`src/rtl/dcache_port_arbiter.sv`:
```
// Round-robin arbiter sharing one Dcache request port between masters M0 and M1.
// Read data is steered back to its issuer by an owner-tag pipeline RD_LAT stages deep.
module dcache_port_arbiter #(
    parameter int unsigned AW     = 32,
    parameter int unsigned DW     = 32,
    parameter int unsigned RD_LAT = 1
) (
    input  logic          clk,
    input  logic          rst,
    input  logic          m0_req,
    input  logic          m0_we,
    input  logic [AW-1:0] m0_addr,
    input  logic [DW-1:0] m0_wdata,
    input  logic [3:0]    m0_wsel,
    output logic          m0_gnt,
    output logic [DW-1:0] m0_rdata,
    output logic          m0_rvalid,
    input  logic          m1_req,
    input  logic          m1_we,
    input  logic [AW-1:0] m1_addr,
    input  logic [DW-1:0] m1_wdata,
    input  logic [3:0]    m1_wsel,
    output logic          m1_gnt,
    output logic [DW-1:0] m1_rdata,
    output logic          m1_rvalid,
    input  logic          dcache_stall_i,
    input  logic [DW-1:0] dcache_data_i,
    output logic [AW-1:0] dcache_raddr_o,
    output logic [AW-1:0] dcache_waddr_o,
    output logic [DW-1:0] dcache_wdata_o,
    output logic          dcache_wreq_o,
    output logic          dcache_rreq_o,
    output logic [3:0]    dcache_wsel_o
);

    if (RD_LAT == 0) begin : g_bad_rd_lat
        $error("dcache_port_arbiter: RD_LAT must be at least 1");
    end

    logic              r_last_gnt;
    logic              r_owner;
    logic [AW-1:0]     r_raddr;
    logic [AW-1:0]     r_waddr;
    logic [DW-1:0]     r_wdata;
    logic [3:0]        r_wsel;
    logic              r_wreq;
    logic              r_rreq;
    logic [RD_LAT-1:0] r_tag_v;
    logic [RD_LAT-1:0] r_tag_o;

    logic              w_gnt0;
    logic              w_gnt1;
    logic              w_any_gnt;
    logic              w_sel_we;
    logic [AW-1:0]     w_sel_addr;
    logic [DW-1:0]     w_sel_wdata;
    logic [3:0]        w_sel_wsel;

    // Under contention the master that did not win last time gets the port.
    always_comb begin
        w_gnt0 = 1'b0;
        w_gnt1 = 1'b0;
        if (rst && !dcache_stall_i) begin
            if (m0_req && m1_req) begin
                w_gnt0 = r_last_gnt;
                w_gnt1 = !r_last_gnt;
            end else begin
                w_gnt0 = m0_req;
                w_gnt1 = m1_req;
            end
        end
    end

    assign w_any_gnt   = w_gnt0 | w_gnt1;
    assign w_sel_we    = w_gnt1 ? m1_we    : m0_we;
    assign w_sel_addr  = w_gnt1 ? m1_addr  : m0_addr;
    assign w_sel_wdata = w_gnt1 ? m1_wdata : m0_wdata;
    assign w_sel_wsel  = w_gnt1 ? m1_wsel  : m0_wsel;

    always_ff @(posedge clk) begin
        if (!rst) begin
            r_last_gnt <= 1'b1;
            r_owner    <= 1'b0;
            r_raddr    <= '0;
            r_waddr    <= '0;
            r_wdata    <= '0;
            r_wsel     <= '0;
            r_wreq     <= 1'b0;
            r_rreq     <= 1'b0;
            r_tag_v    <= '0;
            r_tag_o    <= '0;
        end else if (!dcache_stall_i) begin
            // Stage 0 captures the strobe currently on the port; the last stage lines up
            // with the cycle the cache returns its data.
            r_tag_v <= (r_tag_v << 1) | RD_LAT'(r_rreq);
            r_tag_o <= (r_tag_o << 1) | RD_LAT'(r_owner);
            r_wreq  <= 1'b0;
            r_rreq  <= 1'b0;
            if (w_any_gnt) begin
                r_last_gnt <= w_gnt1;
                r_owner    <= w_gnt1;
                if (w_sel_we) begin
                    r_waddr <= w_sel_addr;
                    r_wdata <= w_sel_wdata;
                    r_wsel  <= w_sel_wsel;
                    r_wreq  <= 1'b1;
                end else begin
                    r_raddr <= w_sel_addr;
                    r_rreq  <= 1'b1;
                end
            end
        end
    end

    assign m0_gnt         = w_gnt0;
    assign m1_gnt         = w_gnt1;
    assign m0_rdata       = dcache_data_i;
    assign m1_rdata       = dcache_data_i;
    assign m0_rvalid      = r_tag_v[RD_LAT-1] && !r_tag_o[RD_LAT-1];
    assign m1_rvalid      = r_tag_v[RD_LAT-1] && r_tag_o[RD_LAT-1];
    assign dcache_raddr_o = r_raddr;
    assign dcache_waddr_o = r_waddr;
    assign dcache_wdata_o = r_wdata;
    assign dcache_wsel_o  = r_wsel;
    assign dcache_wreq_o  = r_wreq;
    assign dcache_rreq_o  = r_rreq;

endmodule

```
`config.mk`:
```
export PLATFORM = sky130hd
export DESIGN_NAME = dcache_port_arbiter
export DESIGN_NICKNAME = d
export VERILOG_FILES = /design/src/rtl/dcache_port_arbiter.sv
export SDC_FILE = /design/constraint.sdc
export NUM_CORES = 1
export LEC_CHECK = 0
export BUFFER_PORTS_ARGS = -buffer_cell sky130_fd_sc_hd__buf_4
export CORE_AREA = 2 2 133 135
export CTS_BUF_LIST = sky130_fd_sc_hd__clkbuf_8
export CTS_CLUSTER_DIAMETER = 80
export CTS_CLUSTER_SIZE = 40
export DETAILED_ROUTE_END_ITERATION = 8
export DIE_AREA = 0 0 135 137
export GPL_ROUTABILITY_DRIVEN = 0
export PLACE_DENSITY = 0.73
export REMOVE_ABC_BUFFERS = 1
export SYNTH_ARGS = -nofsm -noshare
export SYNTH_HDL_FRONTEND = slang
export SYNTH_SLANG_ARGS = --single-unit
```
`constraint.sdc`:
```
create_clock -name clk -period 5.95 [get_ports clk]
set_input_delay 1.4875 -clock clk [delete_from_list [all_inputs] [get_ports clk]]
set_output_delay 1.4875 -clock clk [all_outputs]
set_load 0.1 [all_outputs]
```
==> results of run 1 <==
==> stage by stage <==
| step | power, µW | setup TNS (ns) |
|---|---|---|
| global placement | 1400 | 0 |
| global route | 1940 | 0 |
| floorplan | 1180 | -53.14 |
| finish | 1870 | 0 |
| CTS | 1880 | 0 |
| detailed placement | 1400 | 0 |
==> area by class of cell <==
class,count,area (µm²)
fill,1696,9320
multi-input combinational,359,2770
sequential,106,2120
timing repair buffer,263,1970
inverter,103,387
tap,225,282
clock buffer,10,138
clock inverter,6,66.3
==> logic make-up after synthesis <==
kind of cell | after synthesis | synth area share
flip-flops | 106 | 0.341
AO/OA/AOI/OAI | 206 | 0.287
buffers and inverters | 275 | 0.217
multiplexers | 2 | 0.00321
AND/OR/NAND/NOR | 151 | 0.152
==> cell usage after synthesis <==
master    count  area [µm²]
a21oi_1       1        5.00
a311oi_1    100         876
a31oi_1       2        12.5
and2_0        1        6.26
and2_1        2        12.5
buf_1         1        3.75
buf_2         5        25.0
buf_4        64         480
buf_6        10         113
clkbuf_1     92         345
dfxtp_1     106        2120
inv_1       103         387
mux2i_1       2        20.0
nand2_1       4        15.0
nand2b_1     33         206
nand2b_4      1        13.8
nor2_1        2        7.51
nor2b_1       2        12.5
nor3b_1       2        15.0
nor4_1      100         626
o21ai_0       2        10.0
o21bai_1      1        7.51
o41ai_1     100         876
or3_1         3        18.8
or4b_4        1        13.8
==> flip-flops by register name (all words and copies together) (netlist names) <==
signal and cells:
dcache_wdata_o 32, r_tag_o 1, r_last_gnt 1, dcache_raddr_o 32
dcache_wsel_o 4, dcache_rreq_o 1, dcache_waddr_o 32, dcache_wreq_o 1
r_tag_v 1, r_owner 1
==> worst min-delay path, delay by kind of cell, from the launching register on <==
family | cells | cell delay (ns)
flops | 1 | 0.33
simple gates | 1 | 0.06
compound gates | 1 | 0.06
==> worst paths after layout <==
path / cells after the start / start / end
worst max-delay path: 4 / m0_req / m1_gnt
worst min-delay path: 2 / r_owner$_SDFFE_PN0P_ / r_owner$_SDFFE_PN0P_
worst max register to register: 5 / r_last_gnt$_SDFFE_PN1P_ / dcache_raddr_o[13]$_SDFFE_PN0P_
worst min register to register: 2 / r_owner$_SDFFE_PN0P_ / r_owner$_SDFFE_PN0P_
==> power by group through the flow <==
stage / logic [µW] / registers (µW) / clock network, µW
2_1_floorplan: 131 / 1050 / 0
3_3_place_gp: 610 / 787 / 0
3_5_place_dp: 612 / 787 / 0
4_1_cts: 613 / 771 / 492
5_1_grt: 642 / 776 / 523
6_report: 616 / 772 / 481
==> layer usage <==
metal / track usage / part of all wire / wire (µm)
met5: 0.0806 / 0.0061 / 150
met4: 0.0764 / 0.016 / 391
met1: 0.330 / 0.41 / 10100
met2: 0.352 / 0.41 / 10100
met3: 0.145 / 0.15 / 3730
==> flow_summary_export.csv, run 1 <==
group,metric,value,unit
worst_setup_path,setup.worst_path.end_class,"output pin",
placed_design,dp_cells,1056,
routing,totalWireLength,24.5,mm
placed_design,dp_slack,1.89,ns
clock_tree,cts_tree,"built",
sta,setup_ws,1.88,ns
sta,fin_crit,4.07,ns
clock_tree,hold_buffers,0,
sta,max_clock_freq,246,MHz
worst_setup_path,reg2reg_setup_slack,3.48,ns
placed_design,placed_cell_area,0.00753,mm²
final_layout,stdcell_count,1072,
final_layout,area_growth,24.2,%
global_route,grt_pass1_wl,36.5,mm
synthesis,yosysUniqueCellTypes,25,
floorplan,chipHeight,137,µm
clock_tree,path_clk_slew,0.10,ns
sta,slew_headroom,0.169,
sta,period_share,0.684,
worst_setup_path,worst_setup_path_start_kind,"primary input",
sta,rsz0062_at_grt,"no",
global_route,antenna_found_initial,0,
worst_setup_path,worstPathMaxFanout,36,
routing,firstDrtPassIters,4,
sta,drv_slew,0,
global_route,grt_max_degree,105,
final_layout,nNetsFinal,1017,
worst_setup_path,cp.required,4.46,ns
synthesis,synth_seq_cells,106,
sta,holdWs,0.478,ns
worst_setup_path,cp_top_family,"buffers and inverters",
routing,vias,6605,
floorplan,die_area,0.0185,mm²
pwr,power_frac_seq,0.413,
floorplan,start_util,0.365,
placed_design,hpwlAfterDp,15.8,mm
pwr,power_frac_comb,0.330,
routing,drtIter0Drc,485,
final_layout,utilization,0.454,
clock_tree,cts_setup_buffers,0,
routing,wl_per_cell,22.9,µm
worst_setup_path,cp.arrival,2.58,ns
sta,fin_skew,0.00790,ns
placed_design,port_buffers,248,
global_route,grt_pass1_vias,6225,
final_layout,final_common_cell,"buf_4",
synthesis,synth_area,0.00623,mm²
worst_setup_path,crit_top_cell,"buf_4",
pwr,switching_share,0.401,
pwr,p_leak,0.00283,µW
sta,setup_viol,0,
synthesis,yosysWarningCount,0,
routing,drt-vias-per-instance,6.16,
clock_tree,clk_path_buf_depth,2,
worst_setup_path,crit_chain,"buf_4 > and2_4 > nor3b_1 > buf_4",
clock_tree,root_buffer,"clkbuf_8",
floorplan,die_w,135,µm
synthesis,synthCells,740,
routing,ant_nets,0,
final_layout,final_cell_area,0.00774,mm²
sta,hold_viol,0,
worst_setup_path,worst_path_largest_cell_delay,0.34,ns
floorplan,coreArea,0.0171,mm²
clock_tree,insertion_delay,0.38,ns
worst_setup_path,slowest_stage,"buf_4",
flow_run,cap_violations,0,
clock_tree,cts_max_level,3,
final_layout,mostFrequentLayoutCells,"263 x buf_4, 106 x dfxtp_1, 103 x inv_1",
global_route,track_usage,0.255,
floorplan,top_level_ports,345,
worst_setup_path,path_buf_inv,2,
clock_tree,cts_sinks,106,
floorplan,row_count,48,
clock_tree,cts_resized,0,
global_route,grt_overflow,0,
final_layout,diodes,0,
final_layout,drive_gt1_frac,0.338,
pwr,switchingPower,749,µW
worst_setup_path,setup.worst_path.class,"in -> out",
clock_tree,cts_inserted_buffers,9,
pwr,intPower,1120,µW
synthesis,synth-seq-area-share,0.341,
pwr,ir_drop,0.109,mV
status,status,"complete, no violations",
synthesis,avgSynthCellArea,8.42,µm²
worst_hold_path,hp-class,"reg -> reg",
routing,drc,0,
sta,worst_pin_slew,1.25,ns
pwr,pwr_density_cell,241,mW/mm²
pwr,p_clk_frac,0.257,
No activity file was read; power rests on OpenSTA's default activity.
==> run 2: changes to the inputs <==
CORE_AREA = 2 2 134 136   (was 2 2 133 135)
DIE_AREA = 0 0 136 138   (was 0 0 135 137)
PLACE_DENSITY = 0.72   (was 0.73)
clock period = 4.06 ns   (was 5.95 ns; I/O delays follow)
==> run 2 against run 1 <==
Register-to-register slack lost 1.8 ns. Die area is 1.5% higher. Global-route usage is 0.14 points lower. Sequential share of layout area down 0.23 points. Setup slack got worse by 0.99 ns. Flip-flop and latch count unchanged. Critical path depth unchanged. Sequential power rose by 46%. Worst hold slack lost 0.013 ns. Clock skew up 0.00073 ns. Critical endpoint unchanged.
==> flow_summary_export.csv, run 2 (synthesized netlist as in run 1, its figures left out) <==
group,metric,value,unit
status,status,"complete, no violations",
sta,setup_ws,0.890,ns
global_route,grt_max_degree,84,
worst_hold_path,hp-class,"reg -> reg",
floorplan,die_area,0.0188,mm²
floorplan,top_level_ports,345,
clock_tree,path_clk_slew,0.11,ns
sta,hold_viol,0,
pwr,power_frac_comb,0.328,
clock_tree,hold_buffers,0,
clock_tree,root_buffer,"clkbuf_8",
pwr,switching_share,0.394,
routing,firstDrtPassIters,5,
pwr,p_leak,0.00287,µW
sta,rsz0062_at_grt,"no",
worst_setup_path,worstReg2RegEnd,"dcache_raddr_o[29]$_SDFFE_PN0P_",
routing,drc,0,
final_layout,mostFrequentLayoutCells,"264 x buf_4, 106 x dfxtp_1, 104 x inv_1",
sta,holdWs,0.465,ns
global_route,track_usage,0.254,
sta,fin_crit,3.17,ns
clock_tree,cts_tree,"built",
pwr,pwr_density_cell,354,mW/mm²
worst_setup_path,cp.required,3.04,ns
global_route,grt_pass1_wl,37.1,mm
routing,vias,6628,
routing,totalWireLength,24.9,mm
final_layout,nNetsFinal,1020,
flow_run,cap_violations,0,
clock_tree,cts_resized,0,
final_layout,diodes,0,
worst_setup_path,r2r_start,"r_last_gnt$_SDFFE_PN1P_",
placed_design,hpwlAfterDp,16.3,mm
floorplan,chipHeight,138,µm
worst_setup_path,crit_end,"m1_gnt",
floorplan,start_util,0.355,
sta,drv_slew,0,
worst_setup_path,reg2reg_setup_slack,1.73,ns
worst_setup_path,cp.arrival,2.16,ns
routing,drtIter0Drc,550,
sta,fin_skew,0.00863,ns
pwr,p_clk_frac,0.263,
floorplan,coreArea,0.0175,mm²
sta,worst_pin_slew,0.889,ns
pwr,switchingPower,1090,µW
worst_setup_path,setup.worst_path.class,"in -> out",
global_route,antenna_found_initial,0,
final_layout,drive_gt1_frac,0.340,
clock_tree,clk_path_buf_depth,2,
final_layout,final_common_cell,"buf_4",
global_route,grt_pass1_vias,6222,
clock_tree,cts_max_level,3,
routing,wl_per_cell,23.1,µm
sta,max_clock_freq,315,MHz
clock_tree,insertion_delay,0.38,ns
clock_tree,cts_setup_buffers,0,
sta,slew_headroom,0.407,
floorplan,row_count,49,
global_route,grt_overflow,0,
worst_setup_path,startpoint,"m0_req",
worst_setup_path,ff2ff_path_depth,5,
pwr,intPower,1680,µW
worst_setup_path,worstPathMaxFanout,38,
routing,drt-vias-per-instance,6.14,
routing,ant_nets,0,
sta,setup_tns,0,ns
clock_tree,cts_inserted_buffers,9,
sta,setup_viol,0,
placed_design,dp_slack,0.874,ns
worst_setup_path,worst_setup_path_start_kind,"primary input",
pwr,power_frac_seq,0.409,
pwr,ir_drop,0.145,mV
floorplan,die_w,136,µm
final_layout,area_growth,25.3,%
worst_setup_path,setup.worst_path.end_class,"output pin",
sta,period_share,0.781,
placed_design,port_buffers,248,
clock_tree,cts_sinks,106,
[run 2: stage by stage]
step                      utilization  cell area (µm²)  cells  power, µW
after floorplan                     -             5260    568       1730
after global placement          0.433             7590   1063       2050
after detailed placement        0.433             7590   1063       2060
after CTS                       0.445             7800   1079       2780
after global routing            0.445             7800   1079       2870
final                           0.445             7800   1079       2760
[run 2: worst min path at each step]
| stage | cells after the start | end | slack [ns] | start |
|---|---|---|---|---|
| 4_1_cts | 2 | r_owner$_SDFFE_PN0P_ | 0.46 | r_owner$_SDFFE_PN0P_ |
| 6_report | 2 | r_owner$_SDFFE_PN0P_ | 0.46 | r_owner$_SDFFE_PN0P_ |
| 3_3_place_gp | 2 | r_owner$_SDFFE_PN0P_ | 0.44 | r_owner$_SDFFE_PN0P_ |
| 2_1_floorplan | 2 | r_owner$_SDFFE_PN0P_ | 0.43 | r_owner$_SDFFE_PN0P_ |
| 3_5_place_dp | 2 | r_owner$_SDFFE_PN0P_ | 0.45 | r_owner$_SDFFE_PN0P_ |
| 5_1_grt | 2 | r_owner$_SDFFE_PN0P_ | 0.49 | r_owner$_SDFFE_PN0P_ |
[run 2: final cells by class]
cell class | instances | area [µm²]
repair buffers | 266 | 2020
inverters | 103 | 387
multi-input cells | 359 | 2770
clock inverters | 4 | 50.0
fillers | 1774 | 9730
clock buffers | 12 | 165
flip-flops and latches | 106 | 2120
well taps | 229 | 287
[run 2: power groups by stage]
| stage | Sequential [µW] | Combinational, µW | Clock [µW] |
|---|---|---|---|
| 6_report | 1130 | 907 | 726 |
| 5_1_grt | 1140 | 947 | 785 |
| 4_1_cts | 1130 | 906 | 747 |
| 3_5_place_dp | 1150 | 905 | 0 |
| 3_3_place_gp | 1150 | 898 | 0 |
| 2_1_floorplan | 1540 | 192 | 0 |
[run 2: metal layers]
metal  vias to the layer above  share of wire  track usage
met3                        28           0.13        0.118
met2                       469           0.42        0.350
li1                       3013              -            -
met1                      3114           0.43        0.346
met4                         4          0.018       0.0740
met5                         -         0.0067       0.0741
[run 2: critical path, cell delays in order]
cell     delay [ns]
buf_4          0.18
and2_4         0.31
nor3b_1        0.30
buf_4          0.34
==> run 3: changes to the inputs <==
clock period = 3 ns   (was 4.06 ns; I/O delays follow)
==> run 3 against run 2 <==
Die area unchanged. Global-route usage shrank 0.75 points. Non-clock buffer count rose by 2. Final area barely moved. Sequential power rose by 35%. Register-to-register slack got worse by 0.58 ns. Count of clock-buffer cells in the layout fell by 3. Critical path depth is the same. Final cell count about the same. Clock power up 36%. Flip-flop and latch count unchanged. Setup slack worse by 0.35 ns. Critical path type unchanged. Critical endpoint unchanged. Largest power group unchanged.
==> flow_summary_export.csv, run 3 (synthesized netlist as in run 1, its figures left out) <==
group,metric,value,unit
sta,fin_skew,0.00893,ns
placed_design,dp_cells,1065,
pwr,power_frac_seq,0.408,
floorplan,die_w,136,µm
floorplan,start_util,0.355,
final_layout,drive_gt1_frac,0.341,
global_route,track_usage,0.246,
global_route,antenna_found_initial,0,
worst_setup_path,worst_setup_path_start_kind,"primary input",
clock_tree,cts_setup_buffers,0,
sta,rsz0062_at_grt,"no",
final_layout,fill_cells,1750,
flow_run,cap_violations,0,
worst_hold_path,min_from,"r_owner$_SDFFE_PN0P_",
clock_tree,clk_path_buf_depth,2,
clock_tree,cts_resized,0,
sta,setup_viol,0,
clock_tree,cts_tree,"built",
worst_setup_path,startpoint,"m0_req",
routing,wl_per_cell,22.7,µm
clock_tree,hold_buffers,0,
worst_setup_path,cp.arrival,1.72,ns
final_layout,utilization,0.445,
floorplan,die_area,0.0188,mm²
worst_setup_path,setup.worst_path.class,"in -> out",
global_route,grt_pass1_wl,36.1,mm
routing,vias,6599,
pwr,intPower,2280,µW
worst_hold_path,hp-class,"reg -> reg",
worst_setup_path,ff2ff_path_depth,4,
clock_tree,cts_max_level,3,
clock_tree,root_buffer,"clkbuf_8",
global_route,grt_overflow,0,
final_layout,area_growth,25.2,%
worst_setup_path,cp.required,2.25,ns
clock_tree,insertion_delay,0.38,ns
routing,totalWireLength,24.5,mm
routing,drc,0,
sta,setup_tns,0,ns
routing,firstDrtPassIters,5,
sta,hold_viol,0,
placed_design,port_buffers,248,
global_route,grt_pass1_vias,6206,
final_layout,nNetsFinal,1022,
routing,ant_nets,0,
pwr,pwr_density_cell,481,mW/mm²
placed_design,hpwlAfterDp,16.3,mm
floorplan,coreArea,0.0175,mm²
sta,slew_headroom,0.184,
final_layout,diodes,0,
sta,max_clock_freq,406,MHz
routing,drt-vias-per-instance,6.11,
clock_tree,cts_sinks,106,
floorplan,top_level_ports,345,
worst_setup_path,reg2reg_setup_slack,1.15,ns
clock_tree,cts_inserted_buffers,9,
pwr,p_clk_frac,0.264,
pwr,switching_share,0.392,
final_layout,stdcell_count,1080,
clock_tree,path_clk_slew,0.11,ns
sta,worst_pin_slew,1.22,ns
global_route,grt_max_degree,105,
worst_setup_path,setup.worst_path.end_class,"output pin",
pwr,power_frac_comb,0.328,
worst_setup_path,worstPathMaxFanout,10,
final_layout,mostFrequentLayoutCells,"267 x buf_4, 106 x dfxtp_1, 104 x inv_1",
final_layout,final_common_cell,"buf_4",
pwr,ir_drop,0.235,mV
floorplan,chipHeight,138,µm
worst_setup_path,r2r_start,"r_last_gnt$_SDFFE_PN1P_",
pwr,total_power,3750,µW
routing,drtIter0Drc,467,
pwr,p_leak,0.00287,µW
sta,drv_slew,0,
status,status,"complete, no violations",
sta,period_share,0.822,
floorplan,row_count,49,
worst_hold_path,min_path_cells,2,
pwr,switchingPower,1470,µW
sta,fin_crit,2.47,ns
## run 3: cell count changes in the layout (fill, tap and decap cells not counted)
cell	delta
bufinv_16	+1
buf_4	+3
clkinv_4	-1
clkbuf_8	-3
buf_12	-1
clkinvlp_4	+1
clkinv_2	+1
## run 3: final timing paths
path | end
worst max-delay path | m1_gnt
worst min-delay path | r_owner$_SDFFE_PN0P_
worst max register to register | dcache_wdata_o[13]$_SDFFE_PN0P_
worst min register to register | r_owner$_SDFFE_PN0P_
## run 3: layout make-up
| type | count | area, µm² | share of cell area |
|---|---|---|---|
| multi-input combinational | 359 | 2770 | 0.355 |
| sequential | 106 | 2120 | 0.272 |
| timing repair buffer | 268 | 2020 | 0.260 |
| inverter | 103 | 387 | 0.0496 |
| tap | 229 | 287 | 0.0367 |
| clock buffer | 9 | 124 | 0.0159 |
| clock inverter | 6 | 83.8 | 0.0107 |
## run 3: layer usage
metal  track usage  routed length [µm]  vias up
met5        0.0423                  59        -
met1         0.320                9930     3040
met4        0.0751                 403        2
met2         0.345               10200      510
li1              -                   -     3017
met3         0.133                3890       30
## run 3: power groups by stage
| stage | Clock, µW | Combinational (µW) | Sequential (µW) |
|---|---|---|---|
| floorplan | 0 | 259 | 2080 |
| global route | 1070 | 1280 | 1540 |
| global placement | 0 | 1220 | 1560 |
| detailed placement | 0 | 1220 | 1560 |
| finish | 990 | 1230 | 1530 |
| CTS | 1020 | 1220 | 1530 |
## run 3: critical path, cell delays in order
cell and delay, ns:
buf_4 0.16, and2_4 0.19, nor3b_1 0.26, buf_4 0.34
## run 3: through the flow
stage,worst slack [ns],area (µm²),hold WS [ns]
after CTS,0.540,7800,0.465
final,0.535,7800,0.465
after global placement,0.510,7590,0.449
after global routing,0.427,7800,0.487
after floorplan,-4.04,5260,0.431
after detailed placement,0.495,7590,0.450
